`src/rtl/lsu_bus_ctrl.sv`:
```
// Purpose : load/store unit driving a req/gnt/rvalid data-memory bus; stalls the core per access.
// Latency : 3 stall cycles minimum (IDLE, REQ+gnt, WAIT+rvalid); 2 when gnt and rvalid coincide.
// Backpr. : bus_req held until bus_gnt; WAIT aborts after TIMEOUT cycles with an err pulse.
//
// Ports:
//   clk, rst              clock, synchronous active-high reset
//   mem_read, mem_write   access request (mem_write!=0 is a store and wins over mem_read)
//   funct3, addr, wdata   load type, byte address, store data
//   stall                 combinational core hold
//   rdata, err            extended load data / error pulse, valid in DONE
//   bus_*                 data-memory bus (req/we/addr/be/wdata out, gnt/rvalid/rdata in)
// Optional feature: define MISALIGN_TRAP_EN to trap misaligned half/word accesses
// without touching the bus; otherwise such accesses are force-aligned.
module lsu_bus_ctrl #(
    parameter int TIMEOUT = 256
) (
    input  logic        clk,
    input  logic        rst,
    input  logic        mem_read,
    input  logic [1:0]  mem_write,
    input  logic [2:0]  funct3,
    input  logic [31:0] addr,
    input  logic [31:0] wdata,
    output logic        stall,
    output logic [31:0] rdata,
    output logic        err,
    output logic        bus_req,
    output logic        bus_we,
    output logic [31:0] bus_addr,
    output logic [3:0]  bus_be,
    output logic [31:0] bus_wdata,
    input  logic        bus_gnt,
    input  logic        bus_rvalid,
    input  logic [31:0] bus_rdata
);

    localparam int TO_W = $clog2(TIMEOUT + 1);

    typedef enum logic [1:0] {IDLE, REQ, WAIT, DONE} state_t;

    state_t          state, state_nxt;
    logic            access;
    logic            misalign;
    logic            timeout;
    logic            resp_now;
    logic [TO_W-1:0] cnt;
    logic [1:0]      k_l;
    logic [2:0]      f3_l;
    logic [7:0]      ld_byte;
    logic [15:0]     ld_half;
    logic [31:0]     ld_ext;

    assign access  = (mem_write != 2'b00) | mem_read;
    assign timeout = (state == WAIT) & (cnt == TO_W'(TIMEOUT - 1));
    // A response only counts when it completes the transaction from REQ or WAIT.
    assign resp_now = ((state == REQ) & bus_gnt & bus_rvalid) | ((state == WAIT) & bus_rvalid);

    always_comb begin
        misalign = 1'b0;
`ifdef MISALIGN_TRAP_EN
        if (mem_write != 2'b00)
            misalign = ((mem_write == 2'b10) & addr[0]) |
                       ((mem_write == 2'b11) & (addr[1:0] != 2'b00));
        else
            misalign = (((funct3 == 3'b001) | (funct3 == 3'b101)) & addr[0]) |
                       ((funct3 == 3'b010) & (addr[1:0] != 2'b00));
`endif
    end

    always_comb begin
        state_nxt = state;
        stall     = 1'b0;
        bus_req   = 1'b0;
        case (state)
            IDLE: begin
                stall = access;
                if (access) state_nxt = misalign ? DONE : REQ;
            end
            REQ: begin
                stall   = 1'b1;
                bus_req = 1'b1;
                if (bus_gnt) state_nxt = bus_rvalid ? DONE : WAIT;
            end
            WAIT: begin
                stall = 1'b1;
                if (bus_rvalid || timeout) state_nxt = DONE;
            end
            DONE:    state_nxt = IDLE;
            default: state_nxt = IDLE;
        endcase
    end

    // Load lane selection uses the byte offset captured when the access was accepted.
    always_comb begin
        case (k_l)
            2'd0:    ld_byte = bus_rdata[7:0];
            2'd1:    ld_byte = bus_rdata[15:8];
            2'd2:    ld_byte = bus_rdata[23:16];
            default: ld_byte = bus_rdata[31:24];
        endcase
        ld_half = k_l[1] ? bus_rdata[31:16] : bus_rdata[15:0];
        case (f3_l)
            3'b000:  ld_ext = {{24{ld_byte[7]}}, ld_byte};
            3'b001:  ld_ext = {{16{ld_half[15]}}, ld_half};
            3'b010:  ld_ext = bus_rdata;
            3'b100:  ld_ext = {24'b0, ld_byte};
            3'b101:  ld_ext = {16'b0, ld_half};
            default: ld_ext = 32'b0;
        endcase
        if (bus_we) ld_ext = 32'b0;
    end

    always_ff @(posedge clk) begin
        if (rst) begin
            state     <= IDLE;
            bus_we    <= 1'b0;
            bus_addr  <= 32'b0;
            bus_be    <= 4'b0;
            bus_wdata <= 32'b0;
            rdata     <= 32'b0;
            err       <= 1'b0;
            cnt       <= '0;
            k_l       <= 2'b0;
            f3_l      <= 3'b0;
        end else begin
            state <= state_nxt;

            if (state == IDLE && access) begin
                bus_addr <= {addr[31:2], 2'b00};
                bus_we   <= (mem_write != 2'b00);
                k_l      <= addr[1:0];
                f3_l     <= funct3;
                case (mem_write)
                    2'b01: begin
                        bus_be    <= 4'b0001 << addr[1:0];
                        bus_wdata <= {4{wdata[7:0]}};
                    end
                    2'b10: begin
                        bus_be    <= 4'b0011 << {addr[1], 1'b0};
                        bus_wdata <= {2{wdata[15:0]}};
                    end
                    2'b11: begin
                        bus_be    <= 4'b1111;
                        bus_wdata <= wdata;
                    end
                    default: begin
                        bus_be    <= 4'b1111;
                        bus_wdata <= 32'b0;
                    end
                endcase
                if (misalign) begin
                    rdata <= 32'b0;
                    err   <= 1'b1;
                end
            end

            if (state == REQ && bus_gnt) cnt <= '0;
            if (state == WAIT)           cnt <= cnt + 1'b1;

            if (resp_now) begin
                rdata <= ld_ext;
                err   <= 1'b0;
            end else if (timeout) begin
                rdata <= 32'b0;
                err   <= 1'b1;
            end

            if (state == DONE) begin
                rdata <= 32'b0;
                err   <= 1'b0;
            end
        end
    end

endmodule
```
`config.mk`:
```
export PLATFORM = sky130hd
export DESIGN_NAME = lsu_bus_ctrl
export DESIGN_NICKNAME = d
export VERILOG_FILES = /design/src/rtl/lsu_bus_ctrl.sv
export SDC_FILE = /design/constraint.sdc
export NUM_CORES = 1
export LEC_CHECK = 0
export CAP_MARGIN = 10
export CORE_ASPECT_RATIO = 1.4
export CORE_MARGIN = 3
export CORE_UTILIZATION = 38
export CTS_CLUSTER_DIAMETER = 50
export CTS_CLUSTER_SIZE = 14
export DETAILED_ROUTE_END_ITERATION = 7
export PLACE_DENSITY = 0.81
export SYNTH_ARGS = -nofsm -noshare
export SYNTH_HDL_FRONTEND = slang
export SYNTH_SLANG_ARGS = --single-unit
```
`constraint.sdc`:
```
create_clock -name clk -period 2.35 [get_ports clk]
set_input_delay 0.235 -clock clk [delete_from_list [all_inputs] [get_ports clk]]
set_output_delay 0.235 -clock clk [all_outputs]
set_load 0.02 [all_outputs]
```
Word-level counts from Yosys, hierarchy flattened

Index checks and enable logic that the tools add are counted.

Muxes and demuxes: 17
Bitwise logic cells: 6
$add $sub $neg: 1
Shift operators: 2
Reduce and logical (&&, ||, !) cells: 13
Equal/unequal tests: 16

Operators by type and width:

| operator                                        | number |
|---|---|
| one-hot mux 32 bit (5 select lines)             | 1 |
| 2-to-1 mux 32 bit                               | 3 |
| one-hot mux 32 bit (3 select lines)             | 1 |
| one-hot mux 8 bit (3 select lines)              | 1 |
| 2-to-1 mux 9 bit                                | 2 |
| 2-to-1 mux 16 bit                               | 1 |
| == test 2 bit, second input constant            | 5 |
| adder 9 x 1 -> 9 bit, second input constant     | 1 |
| == test 9 x 8 -> 1 bit, second input constant   | 1 |
| one-hot mux 2 bit (4 select lines)              | 1 |
| one-hot mux 4 bit (2 select lines)              | 1 |
| == test 2 x 1 -> 1 bit, second input constant   | 3 |
| == test 3 bit, second input constant            | 2 |
| 2-to-1 mux 2 bit                                | 3 |
| nonzero test 2 bit                              | 3 |
| bitwise AND 1 bit                               | 4 |
| logical NOT 2 bit                               | 2 |
| != test 2 bit, second input constant            | 2 |
| OR reduction 2 bit                              | 2 |
| << shifter 1 x 2 -> 4 bit, first input constant | 1 |
| << shifter 2 x 2 -> 4 bit, first input constant | 1 |
| == test 3 x 1 -> 1 bit, second input constant   | 1 |
| == test 3 x 2 -> 1 bit, second input constant   | 1 |
| logical NOT 3 bit                               | 1 |
| 8 further kinds                                 | 11 |

Word-level logic and storage cells: 65
Output and inout port bits: 104
Bits of input ports: 106
Register bits after elaboration: 116

Longest topological paths before layout

Word-level depth: 5
Mapped depth: 11
Depth with buffers taken out: 9

Least setup slack after synthesis

OpenSTA, ideal clock, no wires.

Kind: reg2reg
Start: reg cnt[0]
End: reg rdata[16]
Library setup time: 86 ps
Data required time: 2264 ps
Buffers on the path: 1
Stages on the path, launching flop included: 11
Period minus slack after synthesis: 2266 ps
Data arrival time: 2181 ps
Slack: 84 ps
Cell sequence: dfxtp_1 > ha_1 > and3_1 > and3_1 > and3_1 > ha_1 > a21o_1 > nand2_1 > clkbuf_1 > a22oi_1 > a211oi_1

Longest elaborated chain between the ends: 3

RTL lines:

| what                         | line | source |
|---|---|---|
| start: declaration           | 46   | `logic [TO_W-1:0] cnt;` |
| start signal: assignment     | 158  | `if (state == WAIT) cnt <= cnt + 1'b1;` |
| == test 9 x 8 -> 1 bit       | 54   | `assign timeout = (state == WAIT) & (cnt == TO_W'(TIMEOUT - 1));` |
| bitwise AND 1 bit            | 54   |  |
| nonzero test 2 bit (no line) | -    |  |
| end signal: assignment       | 161  | `rdata <= ld_ext;` |
| end: declaration             | 25   | `output logic [31:0] rdata,` |

No other way between the ends.
A chain may end at the register's enable or synchronous reset.

Worst setup path after layout

Start: reg cnt[0]
End: reg rdata[21]

The elaborated chain is that of the path after synthesis.

==> impl_metrics.ini <==
[yosys]
ys.flop_type = dfxtp_1
yosys_warnings = 0
synth_top_family_by_area = compound AO/OA/AOI/OAI gates
synth_adder_area_share = 0.0281
synth.mux.area_fraction = 0.0377
synth_area_mm2 = 0.00534
async_reset_ff_frac = 0
ys_seq_area_frac = 0.435
synth.avg_cell_area_um2 = 8.65
synth_cell_types = 50
synth_compound_area_frac = 0.267
yosys.area_share.simple = 0.178
synth_xor_area_frac = 0
synth_edf_count = 0
synth_cells = 617
ys_ff_latch = 116

[floorplanning]
core_area_mm2 = 0.0136
dieArea_mm2 = 0.0155
floorplan.initialDensity = 0.393
die_h_um = 146
die_w_um = 106
io_pins = 210
fp-row-count = 50

[power]
intPower_mw = 5.37
switching_share = 0.381
pwr-share-comb = 0.416
powerDensity_mw_per_mm2 = 1050
p_sw_mw = 3.30
total_power_mw = 8.67
leakage_nw = 3.01
power.share.sequential = 0.302
clkPwrFrac = 0.282
peakVddDrop_mv = 0.619

[worst_hold_path]
min_path_cells = 3
min_from = addr[11]
worstHoldEndpoint = bus_addr[11]$_SDFFE_PP0P_
hold_path.class = input port to flip-flop

[worst_setup_path]
path_cells = ha_2 > and3_1 > and3_4 > and3_1 > ha_2 > a21o_1 > nand2_4 > clkbuf_16 > a22oi_1 > a211oi_1
start_kind = flip-flop
cpPeakStageDelay_ns = 0.33
r2r-start = cnt[0]$_SDFFE_PP0P_
worstReg2RegEnd = rdata[21]$_SDFFE_PP0P_
reg2reg_slack_ns = 0.1
critPathKind = flip-flop to flip-flop
rr_worst_depth = 10
end_kind = flip-flop
worstPathMaxFanout = 8
worstPathRequired_ns = 2.67
crit_arrival_ns = 2.57
cpMaxStageDelayCell = dfxtp_2

[routing]
drt_first_pass_iters = 6
drt_iter0_markers = 321
dr.max_layer_used = met5
avgRoutedWirePerCell_um = 17.5
wirelength_mm = 17.7
met1Wirelength_mm = 6.51
ant_nets = 0
vias_per_cell = 5.56
drc_errors = 0
met3WireLength_mm = 1.80
wl_met2_mm = 8.68
via_count = 5626

[timing]
final-setup-viol-count = 0
skew_ns = 0.00792
fmax_mhz = 444
finalHoldViolCount = 0
drv_slew = 0
setup-tns-final_ns = 0
fin_crit_sh = 0.958
maxSlewHeadroom = 0.373
period_needed_ns = 2.25
tightest_slew_ns = 0.934

[grt]
grt_max_degree = 84
grt_overflow = 0
grt.total_usage = 0.221
grt_pass1_wl_mm = 27.6
grt_pass1_vias = 5289
grt_antenna_before_repair = 1

[final_layout]
fin_nets = 934
stdcell_count = 1011
drive_gt1_frac = 0.109
diodes = 0
area.growth.synth_to_final_pct = 54.5
utilization = 0.608

[placed_design]
io_buffers = 207
place_hpwl_mm = 12.5
dp_cells = 976
place.gp.congestion = 0.826

[clock_network]
cts_max_level = 4
tritoncts = built
post_cts_buffers = 0
cts_made_buffers = 17
clock_latency_ns = 0.41
cts_buffer_depth = 2
cts.sinks = 116
clk_pin_slew_ns = 0.06
cts_root_buf = clkbuf_16

[status]
status = finished, final reports clean

[flow_run]
maxCapViolations = 0
[layout make-up]
type | count | area, µm²
clock buffer | 17 | 425
inverter | 8 | 32.5
tap | 182 | 228
fill | 1179 | 5330
clock inverter | 15 | 135
sequential | 116 | 2320
timing repair buffer | 233 | 2340
multi-input combinational | 440 | 2770
[per-stage QoR]
step | instance area, µm² | hold slack (ns) | setup slack (ns)
3_5_place_dp | 7600 | 0.446 | -0.0136
6_report | 8250 | 0.366 | 0.0980
2_1_floorplan | 5340 | 0.371 | 0.0835
3_3_place_gp | 7600 | 0.440 | 0.0507
4_1_cts | 8160 | 0.350 | 0.0550
5_1_grt | 8250 | 0.359 | -0.0134
[power by group through the flow]
stage	clock [mW]	sequential [mW]	combinational (mW)
after global placement	0	2.64	3.49
after global routing	2.58	2.67	3.89
final	2.45	2.62	3.61
after floorplan	0	3.03	1.66
after CTS	2.48	2.62	3.52
after detailed placement	0	2.65	3.52
[cells in the mapped netlist, types with 7 or more instances]
cell / n / area share
a211oi_1: 18 / 0.025
a21oi_1: 73 / 0.068
a222oi_1: 8 / 0.015
a22o_1: 16 / 0.026
a22oi_1: 48 / 0.067
a32oi_1: 9 / 0.015
buf_2: 15 / 0.014
clkbuf_1: 28 / 0.020
dfxtp_1: 116 / 0.43
ha_1: 12 / 0.028
inv_1: 7 / 0.0049
mux2_2: 7 / 0.015
mux2i_1: 10 / 0.019
nand2_1: 88 / 0.062
nor2_1: 47 / 0.033
nor2b_1: 8 / 0.0094
nor4_1: 16 / 0.019
o211ai_1: 9 / 0.013
o21ai_0: 16 / 0.015
[sequential cells by signal, summed over array words and instances, names as in the netlist]
name and count:
bus_wdata 32, rdata 32, bus_addr 30, cnt 9
bus_be 4, f3_l 3, k_l 2, state 2
bus_we 1, err 1
[metal layers]
metal / GRT usage / up-vias
met5: 0 / -
met4: 0.0868 / 2
met3: 0.0862 / 50
met2: 0.362 / 310
met1: 0.257 / 2598
li1: - / 2666
[placed cells by master, fill, tap and decap left out, types with 3 or more instances in the layout]
cell,instances
a32oi_1,9
buf_4,20
clkinvlp_4,5
nor4_1,16
a311oi_1,4
a21o_1,3
clkbuf_16,19
dfxtp_1,115
nand2b_1,5
clkinv_2,3
mux2i_1,10
nand3b_1,4
a22oi_1,48
a22o_1,16
ha_1,10
inv_1,7
a211oi_1,17
a21oi_1,73
clkdlybuf4s50_1,205
nor3_1,3
nand3_1,4
nand2_1,87
mux2_2,7
nor2_1,47
o21ai_0,16
nor2b_1,8
clkinv_4,4
o211ai_1,9
a222oi_1,8
buf_12,3
or2_2,3
[kinds of logic after synthesis]
logic type,count (synthesis)
AOI/OAI and AO/OA,211
adders and majority gates,12
buffers and inverters,62
DFF,116
muxes,18
other,1
and+or+nand+nor,197
[worst max-delay path, delay by kind of cell, from the launching register on]
kind                       cells  cell delay, ns
AOI/OAI and AO/OA              3            0.56
adders and majority gates      2            0.37
buffers and inverters          1            0.18
DFF                            1            0.33
and+or+nand+nor                4            0.72
[worst max path at each step]
stage | from | endpoint | slack (ns)
after floorplan | cnt[0]$_SDFFE_PP0P_ | rdata[16]$_SDFFE_PP0P_ | 0.08
after global placement | mem_write[0] | bus_wdata[3]$_SDFFE_PP0P_ | 0.05
after detailed placement | mem_write[0] | bus_wdata[23]$_SDFFE_PP0P_ | -0.01
after CTS | cnt[0]$_SDFFE_PP0P_ | rdata[17]$_SDFFE_PP0P_ | 0.05
after global routing | cnt[1]$_SDFFE_PP0P_ | rdata[21]$_SDFFE_PP0P_ | -0.01
final | cnt[0]$_SDFFE_PP0P_ | rdata[21]$_SDFFE_PP0P_ | 0.1
[what timing repair did]
item | CTS | global route
hold buffers | 0 | 0
gates resized for setup | 1 | 10
pin swaps | 0 | 5
gates cloned | 0 | 3
endpoints found under the setup margin | 1 | 19
endpoints found under the hold margin | 0 | 0
No activity file was read; power rests on OpenSTA's default activity.
